==> config.mk <==
export PLATFORM = sky130hd
export DESIGN_NAME = gpr_writeback
export DESIGN_NICKNAME = d
export VERILOG_FILES = /design/src/rtl/rv_pkg.sv /design/src/rtl/wb_fifo.sv /design/src/rtl/gpr_writeback.sv
export SDC_FILE = /design/constraint.sdc
export NUM_CORES = 1
export LEC_CHECK = 0
export ABC_AREA = 0
export CORE_MARGIN = 8
export CORE_UTILIZATION = 47
export DETAILED_ROUTE_END_ITERATION = 10
export GPL_TIMING_DRIVEN = 0
export HOLD_SLACK_MARGIN = 0.02
export PLACE_DENSITY = 0.79
export SYNTH_ARGS = -nofsm -noshare
export SYNTH_HDL_FRONTEND = slang
export SYNTH_SLANG_ARGS = --single-unit
==> constraint.sdc <==
create_clock -name clk -period 5.55 [get_ports clk]
set_clock_uncertainty 0.15 [all_clocks]
set_input_delay 1.11 -clock clk [delete_from_list [all_inputs] [get_ports clk]]
set_output_delay 1.11 -clock clk [all_outputs]
set_load 0.02 [all_outputs]
==> src/rtl/rv_pkg.sv <==
// Shared register-file constants and types for the integer pipeline.
// Widths here are the defaults; blocks may override them through parameters.
package rv_pkg;
    localparam int XLEN = 32;
    localparam int RIDX = 5;
    localparam int NREG = 1 << RIDX;

    typedef logic [RIDX-1:0] ridx_t;

    localparam ridx_t X0 = '0;

    // One buffered long-latency completion
    typedef struct packed {
        ridx_t            rd;
        logic [XLEN-1:0]  data;
    } wb_entry_t;
endpackage

==> src/rtl/wb_fifo.sv <==
// Parameterised synchronous FIFO holding long-latency completions.
// Pointers carry one extra wrap bit so full/empty need no counter.
module wb_fifo #(
    parameter int DEPTH = 4,
    parameter int WIDTH = 37
) (
    input  logic             clk,
    input  logic             rst,
    input  logic             push,
    input  logic             pop,
    input  logic [WIDTH-1:0] din,
    output logic             full,
    output logic             empty,
    output logic [WIDTH-1:0] head
);
    localparam int AW = $clog2(DEPTH);

    logic [AW:0]      wptr;
    logic [AW:0]      rptr;
    logic [WIDTH-1:0] mem [DEPTH];

    always_ff @(posedge clk) begin
        if (rst) begin
            wptr <= '0;
            rptr <= '0;
        end else begin
            if (push) wptr <= wptr + (AW+1)'(1);
            if (pop)  rptr <= rptr + (AW+1)'(1);
        end
    end

    // Storage needs no reset: empty/full gate every read of it
    always_ff @(posedge clk) begin
        if (push) mem[wptr[AW-1:0]] <= din;
    end

    assign empty = (wptr == rptr);
    assign full  = (wptr[AW] != rptr[AW]) && (wptr[AW-1:0] == rptr[AW-1:0]);
    assign head  = mem[rptr[AW-1:0]];
endmodule

==> src/rtl/gpr_writeback.sv <==
// GPR write-port front end: merges pipeline writeback with buffered
// long-latency completions and tracks per-register busy bits for decode.
module gpr_writeback #(
    parameter int DEPTH = 4,
    parameter int XLEN  = rv_pkg::XLEN,
    parameter int RIDX  = rv_pkg::RIDX
) (
    input  logic            clk,
    input  logic            rst,
    input  logic            pipe_we,
    input  logic [RIDX-1:0] pipe_rd,
    input  logic [XLEN-1:0] pipe_rrd,
    input  logic            ll_issue,
    input  logic [RIDX-1:0] ll_issue_rd,
    input  logic            ll_valid,
    output logic            ll_ready,
    input  logic [RIDX-1:0] ll_rd,
    input  logic [XLEN-1:0] ll_rrd,
    input  logic [RIDX-1:0] chk_rs1,
    input  logic [RIDX-1:0] chk_rs2,
    input  logic [RIDX-1:0] chk_rd,
    output logic            stall,
    output logic [RIDX-1:0] rd,
    output logic [XLEN-1:0] rrd,
    output logic            we,
    output logic            conflict
);
    localparam int NREG = 1 << RIDX;
    localparam int EW   = RIDX + XLEN;

    logic [NREG-1:0] busy;
    logic [NREG-1:0] busy_nxt;
    logic            conflict_nxt;

    logic            pipe_act;
    logic            fifo_full;
    logic            fifo_empty;
    logic            push;
    logic            pop;
    logic [EW-1:0]   head;
    logic [RIDX-1:0] head_rd;
    logic [XLEN-1:0] head_data;

    assign pipe_act = pipe_we && (pipe_rd != '0);

    // ll_ready looks only at full, never at pop, to keep it off the arbitration path
    assign ll_ready = !fifo_full;
    assign push     = ll_valid && ll_ready && (ll_rd != '0);
    assign pop      = !pipe_act && !fifo_empty;

    assign {head_rd, head_data} = head;

    wb_fifo #(
        .DEPTH (DEPTH),
        .WIDTH (EW)
    ) u_fifo (
        .clk   (clk),
        .rst   (rst),
        .push  (push),
        .pop   (pop),
        .din   ({ll_rd, ll_rrd}),
        .full  (fifo_full),
        .empty (fifo_empty),
        .head  (head)
    );

    always_comb begin
        we  = 1'b0;
        rd  = '0;
        rrd = '0;
        if (pipe_act) begin
            we  = 1'b1;
            rd  = pipe_rd;
            rrd = pipe_rrd;
        end else if (!fifo_empty) begin
            we  = 1'b1;
            rd  = head_rd;
            rrd = head_data;
        end
    end

    // Clear before set so a same-cycle issue re-arms the bit
    always_comb begin
        busy_nxt = busy;
        if (pop)      busy_nxt[head_rd]     = 1'b0;
        if (ll_issue) busy_nxt[ll_issue_rd] = 1'b1;
        busy_nxt[0] = 1'b0;
    end

    always_comb begin
        conflict_nxt = conflict;
        if (pipe_act && busy[pipe_rd]) conflict_nxt = 1'b1;
        if (push && !busy[ll_rd])      conflict_nxt = 1'b1;
    end

    always_ff @(posedge clk) begin
        if (rst) begin
            busy     <= '0;
            conflict <= 1'b0;
        end else begin
            busy     <= busy_nxt;
            conflict <= conflict_nxt;
        end
    end

    assign stall = busy[chk_rs1] | busy[chk_rs2] | busy[chk_rd];
endmodule

== Yosys cells after proc, flatten, opt, wreduce, memory -nomap -nowiden ==
Memory sizes are Yosys's and may differ from the RTL's. A register that Yosys moved wholly into a read port is not among the register bits.
Cells that the tools add are included.
Word-level totals
  bits of input ports: 99
  word-level logic and storage cells: 69
  bits in read-only memories: 0
  memory bits (writable): 148
  output and inout bits: 41
  bits in latches: 0
  memories: 1
  register bits after elaboration: 39
Cells by class
  bitwise logic cells: 5
  order comparisons: 9
  multipliers: 0
  muxes and demuxes: 28
  eq/ne operators: 3
  shift-type cells: 0
  div/mod/pow operators: 0
  reduce and logical (&&, ||, !) cells: 16
  add/subtract/negate cells: 2
Memories
  u_fifo.mem: depth 4, width 37, read ports 1, clocked after Yosys merged registers in 1, write ports 1, RTL line wb_fifo.sv:20  | logic [WIDTH-1:0] mem [DEPTH];
Operators with widths (number)
  2-to-1 mux 32 bit: 4
  < comparator 5 x 6 -> 1 bit (second input constant): 7
  bitwise AND 32 bit: 1
  inverter 32 bit: 1
  bitwise OR 32 bit: 1
  binary-select mux 1 bit (select 5 bit): 5
  2-to-1 mux 1 bit: 13
  demux 1 bit (select 5 bit): 2
  >= comparator 5 x 1 -> 1 bit (second input constant): 2
  2-to-1 mux 5 bit: 2
  nonzero test 5 bit: 2
  logical AND 1 bit: 9
  adder 3 x 1 -> 3 bit (second input constant): 2
  logical NOT 1 bit: 4
  2-to-1 mux 2 bit: 2
  == test 3 bit: 1
  == test 2 bit: 1
  bitwise OR 1 bit: 2
  nonzero test 2 bit: 1
  != test 1 bit: 1

== Logic depth before layout (Yosys ltp) ==
  depth after elaboration: 9
  mapped depth: 8
  gate-level depth less buffers: 5

== Modules after synthesis ==
From an unflattened synthesis, not the netlist that was laid out.
Unflattened totals
  cells, all modules: 645
  area total of the unflattened synthesis: 9056.2 um2
By module, submodules not included
  wb_fifo: instances 1, seq. area each 4604.4 um2, cells each 233, area an instance 5794.3 um2
  gpr_writeback: instances 1, seq. area each 640.6 um2, cells each 412, area an instance 3261.9 um2

== Worst setup path after synthesis ==
Ideal clock, no wire load.
  path type: input-to-output
  start: in chk_rd[0]
  end: out stall
  path slack: 1.584 ns
  buffers on the path: 1
  stages on the path: 5
  arrival: 2.706 ns
  cell sequence: clkbuf_1 mux4_2 mux4_2 mux2i_1 o211ai_1
Between the ends
  longest elaborated chain between the ends: 3
RTL lines
  start: declaration: RTL line gpr_writeback.sv:21  | input logic [RIDX-1:0] chk_rd,
  binary-select mux 1 bit (select 5 bit): RTL line gpr_writeback.sv:106  | assign stall = busy[chk_rs1] | busy[chk_rs2] | busy[chk_rd];
  2-to-1 mux 1 bit (implied by the code): RTL line gpr_writeback.sv:106
  bitwise OR 1 bit: RTL line gpr_writeback.sv:106
  end: declaration: RTL line gpr_writeback.sv:22  | output logic stall,
No other way between the ends. The select of a mux whose other input is x is not followed.

== Final worst setup path ==
  start: in pipe_rd[3]
  end: out rrd[18]
Between the ends
  longest elaborated chain between the ends: 3
RTL lines
  start: declaration: RTL line gpr_writeback.sv:11  | input logic [RIDX-1:0] pipe_rd,
  nonzero test 5 bit: RTL line gpr_writeback.sv:44  | assign pipe_act = pipe_we && (pipe_rd != '0);
  logical AND 1 bit: RTL line gpr_writeback.sv:44
  2-to-1 mux 32 bit: RTL line gpr_writeback.sv:71  | if (pipe_act) begin
  end: declaration: RTL line gpr_writeback.sv:24  | output logic [XLEN-1:0] rrd,
No other way between the ends.

==> key figures <==
Clock tree
  • Max clock buf depth: 2
  • CTS tree: built
  • Root buffer selected by CTS: clkbuf_16
  • CTS HTree Levels: 4
  • Skew-Pair Late Insertion Delay: 0.42 ns
  • Reg clk slew, reported paths: 0.07 ns
  • Sink Count: 188
  • CTS buffer count: 17
  • Post-CTS setup buffers: 0
  • # resized after CTS: 0
  • Hold Buf Count CTS: 0

Route
  • DRC: 0
  • DRT Wirelength: 22300 µm
  • DR vias/cell: 6.19
  • Routed via count: 5922
  • Drt first pass iters: 5
  • Routed len/inst: 23.3 µm
  • Final ANT Viol Nets: 0
  • Detailed router's first-iteration violation count: 533

Floorplan
  • FP Rows: 50
  • Die width: 152 µm
  • Die height: 152 µm
  • Initial Util: 47.4%
  • Die ar.: 23200 µm²
  • Ports: 140
  • Core footprint: 18500 µm²

Cells and area
  • Fraction of layout cells with a size suffix above 1: 18.7%
  • Fin util: 59.4%
  • Nets@finish: 814
  • Most common cell after layout, fill and taps aside: edfxtp_1
  • Layout area overhead: 25.3%
  • Commonest cells after routing, fill and taps aside: edfxtp_1, clkdlybuf4s50_1, mux4_2

Placement
  • Routability cong.: 0.884
  • # port buffers: 127
  • HPWL Detailed: 15800 µm

Power and ir drop
  • Internal power: 0.00263 W
  • Pleak: 3.58 nW
  • NetSw: 0.00101 W
  • Peak supply drop: 0.273 mV
  • Clock power frac: 32.0%
  • Sw frac: 27.7%
  • Total power density per cell area: 332 nW/µm²
  • Gate power share: 23.8%
  • Part of the power in registers: 44.3%

Synthesis
  • Synth Warn #: 0
  • Netlist cell types: 41
  • Flops & latches, synth: 188
  • Top_reg_cell synth: edfxtp_1
  • Seq/Total Area, Yosys: 60.0%
  • Post-synth EDFFs: 148
  • Synth Instances: 560
  • Mapped cell area: 8750 µm²
  • Area leader, netlist: edfxtp_1
  • Async set-reset flop share out of synthesis: 0%
  • Syn Area/Cell: 15.6 µm²
  • Syn nets: 664
  • Post-synth top area share: 50.8%
  • Synth area leaders: edfxtp_1, mux4_2, dfxtp_1, a22o_1, nand2_1

Timing
  • Period Utilization, post-route: 91.5%
  • Count of final hold-check violations: 0
  • Minimum clock period: 5.08 ns
  • Unrepaired setup endpoints after global routing: false
  • Fin. max-slew vios: 0
  • Slew HR: 35.4%
  • F_max: 0.197 GHz
  • Final setup vio count: 0
  • Worst-Margin Slew: 0.966 ns
  • TNS Setup: 0 ns

GRT
  • Global Route Usage Sum: 19.3%
  • First-pass GRT wire length: 34800 µm
  • Initial antenna violation count: 0
  • Largest net degree at the start of global routing: 35
  • Total gr overflow: 0
  • Vias in the first global route: 6252

Hold path
  • Worst min path class: reg -> reg

Flow run
  • Max-cap violation count: 0

Critical path
  • CP max stage cell: clkdlybuf4s50_1
  • Crit Path Category: in -> out
  • Worst EP required: 4.29 ns
  • Type of origin of the critical path: input pin
  • CP endpoint kind: output pin
  • Max Fanout on Critical Path: 10
  • Critical path cell sequence: clkdlybuf4s50_1, or4_4, o21ai_4, and2_4, buf_8, buf_6, a22o_1, clkdlybuf4s50_1
  • CP max stage delay: 0.62 ns
  • CP dominant cell by count: clkdlybuf4s50_1
  • Worst Path Arrival: 3.82 ns

Run status
  • Status: completed
## stage by stage
stage	setup WS [ns]	std cells	instance area [µm²]	hold WS [ns]	power, W
2_1_floorplan	1.58	560	8750	0.339	0.00216
3_3_place_gp	0.514	921	10300	0.362	0.00248
3_5_place_dp	0.481	925	10400	0.389	0.00251
4_1_cts	0.464	956	11000	0.399	0.00366
5_1_grt	0.334	956	11000	0.429	0.00377
6_report	0.471	957	11000	0.400	0.00364
## worst max-delay path, delay by kind of cell
family,cells,cell delay (ns)
simple gates,2,0.84
buf+inv,4,1.45
compound gates,2,0.42
## power by group through the flow
stage / clock network [W] / registers (W) / logic [W]
after floorplan: 0 / 0.00164 / 0.000523
after global placement: 0 / 0.00164 / 0.000838
after detailed placement: 0 / 0.00164 / 0.000863
after CTS: 0.00117 / 0.00161 / 0.000876
after global routing: 0.00123 / 0.00162 / 0.000928
final: 0.00116 / 0.00161 / 0.000866
## synthesized netlist by cell type, drive strengths merged, types with 9 or more instances
| cell type | count |
|---|---|
| dfxtp | 40 |
| nand2 | 49 |
| mux4 | 75 |
| inv | 9 |
| buf | 18 |
| edfxtp | 148 |
| nor2 | 15 |
| mux2i | 18 |
| o21ai | 33 |
| a21oi | 35 |
| a22o | 35 |
| clkbuf | 17 |
## final timing paths
| path | startpoint | to | slack, ns | depth (start not counted) |
|---|---|---|---|---|
| max | pipe_rd[3] | rrd[18] | 0.47 | 8 |
| min | busy[26]$_SDFF_PP0_ | busy[26]$_SDFF_PP0_ | 0.40 | 2 |
| max reg2reg | flop | busy[13]$_SDFF_PP0_ | 3.13 | 6 |
| min reg2reg | busy[26]$_SDFF_PP0_ | busy[26]$_SDFF_PP0_ | 0.40 | 2 |
## cell families (layout without fill, tap and decap cells)
kind of cell             Yosys count  in the layout  share of synthesized area (%)
XOR/XNOR                           7              7                          0.701
other                              0              1                              0
AND/OR/NAND/NOR                  104            104                           5.74
flip-flops                       188            188                           60.0
buffers and inverters             44            206                           2.46
AO/OA/AOI/OAI                    115            115                           8.55
adder cells (fa/ha/maj)            5              5                          0.715
multiplexers                      97             97                           21.9
## sequential cells by signal (all words and copies together) (netlist names), named ones only
name,count
conflict,1
busy,31
u_fifo.rptr,3
u_fifo.mem,148
u_fifo.wptr,3
## per-layer routing
layer | vias to the layer above | routed length, µm | track usage (%) | share of wire, %
met2 | 325 | 11200 | 32.2 | 50
met5 | - | 0 | 0 | 0
met3 | 39 | 1780 | 5.08 | 8.0
met1 | 2987 | 8890 | 23.9 | 40
met4 | 0 | 458 | 7.12 | 2.1
li1 | 2571 | - | - | -
## layout make-up
type / count / area (µm²)
repair buffers: 131 / 1350
diodes: 1 / 2.50
plain buffers: 35 / 181
clock inverters: 13 / 133
inverters: 9 / 33.8
clock buffers: 18 / 429
well taps: 234 / 293
fillers: 1348 / 7490
flip-flops and latches: 188 / 5250
multi-input cells: 328 / 3290
No activity file was read; power rests on OpenSTA's default activity.
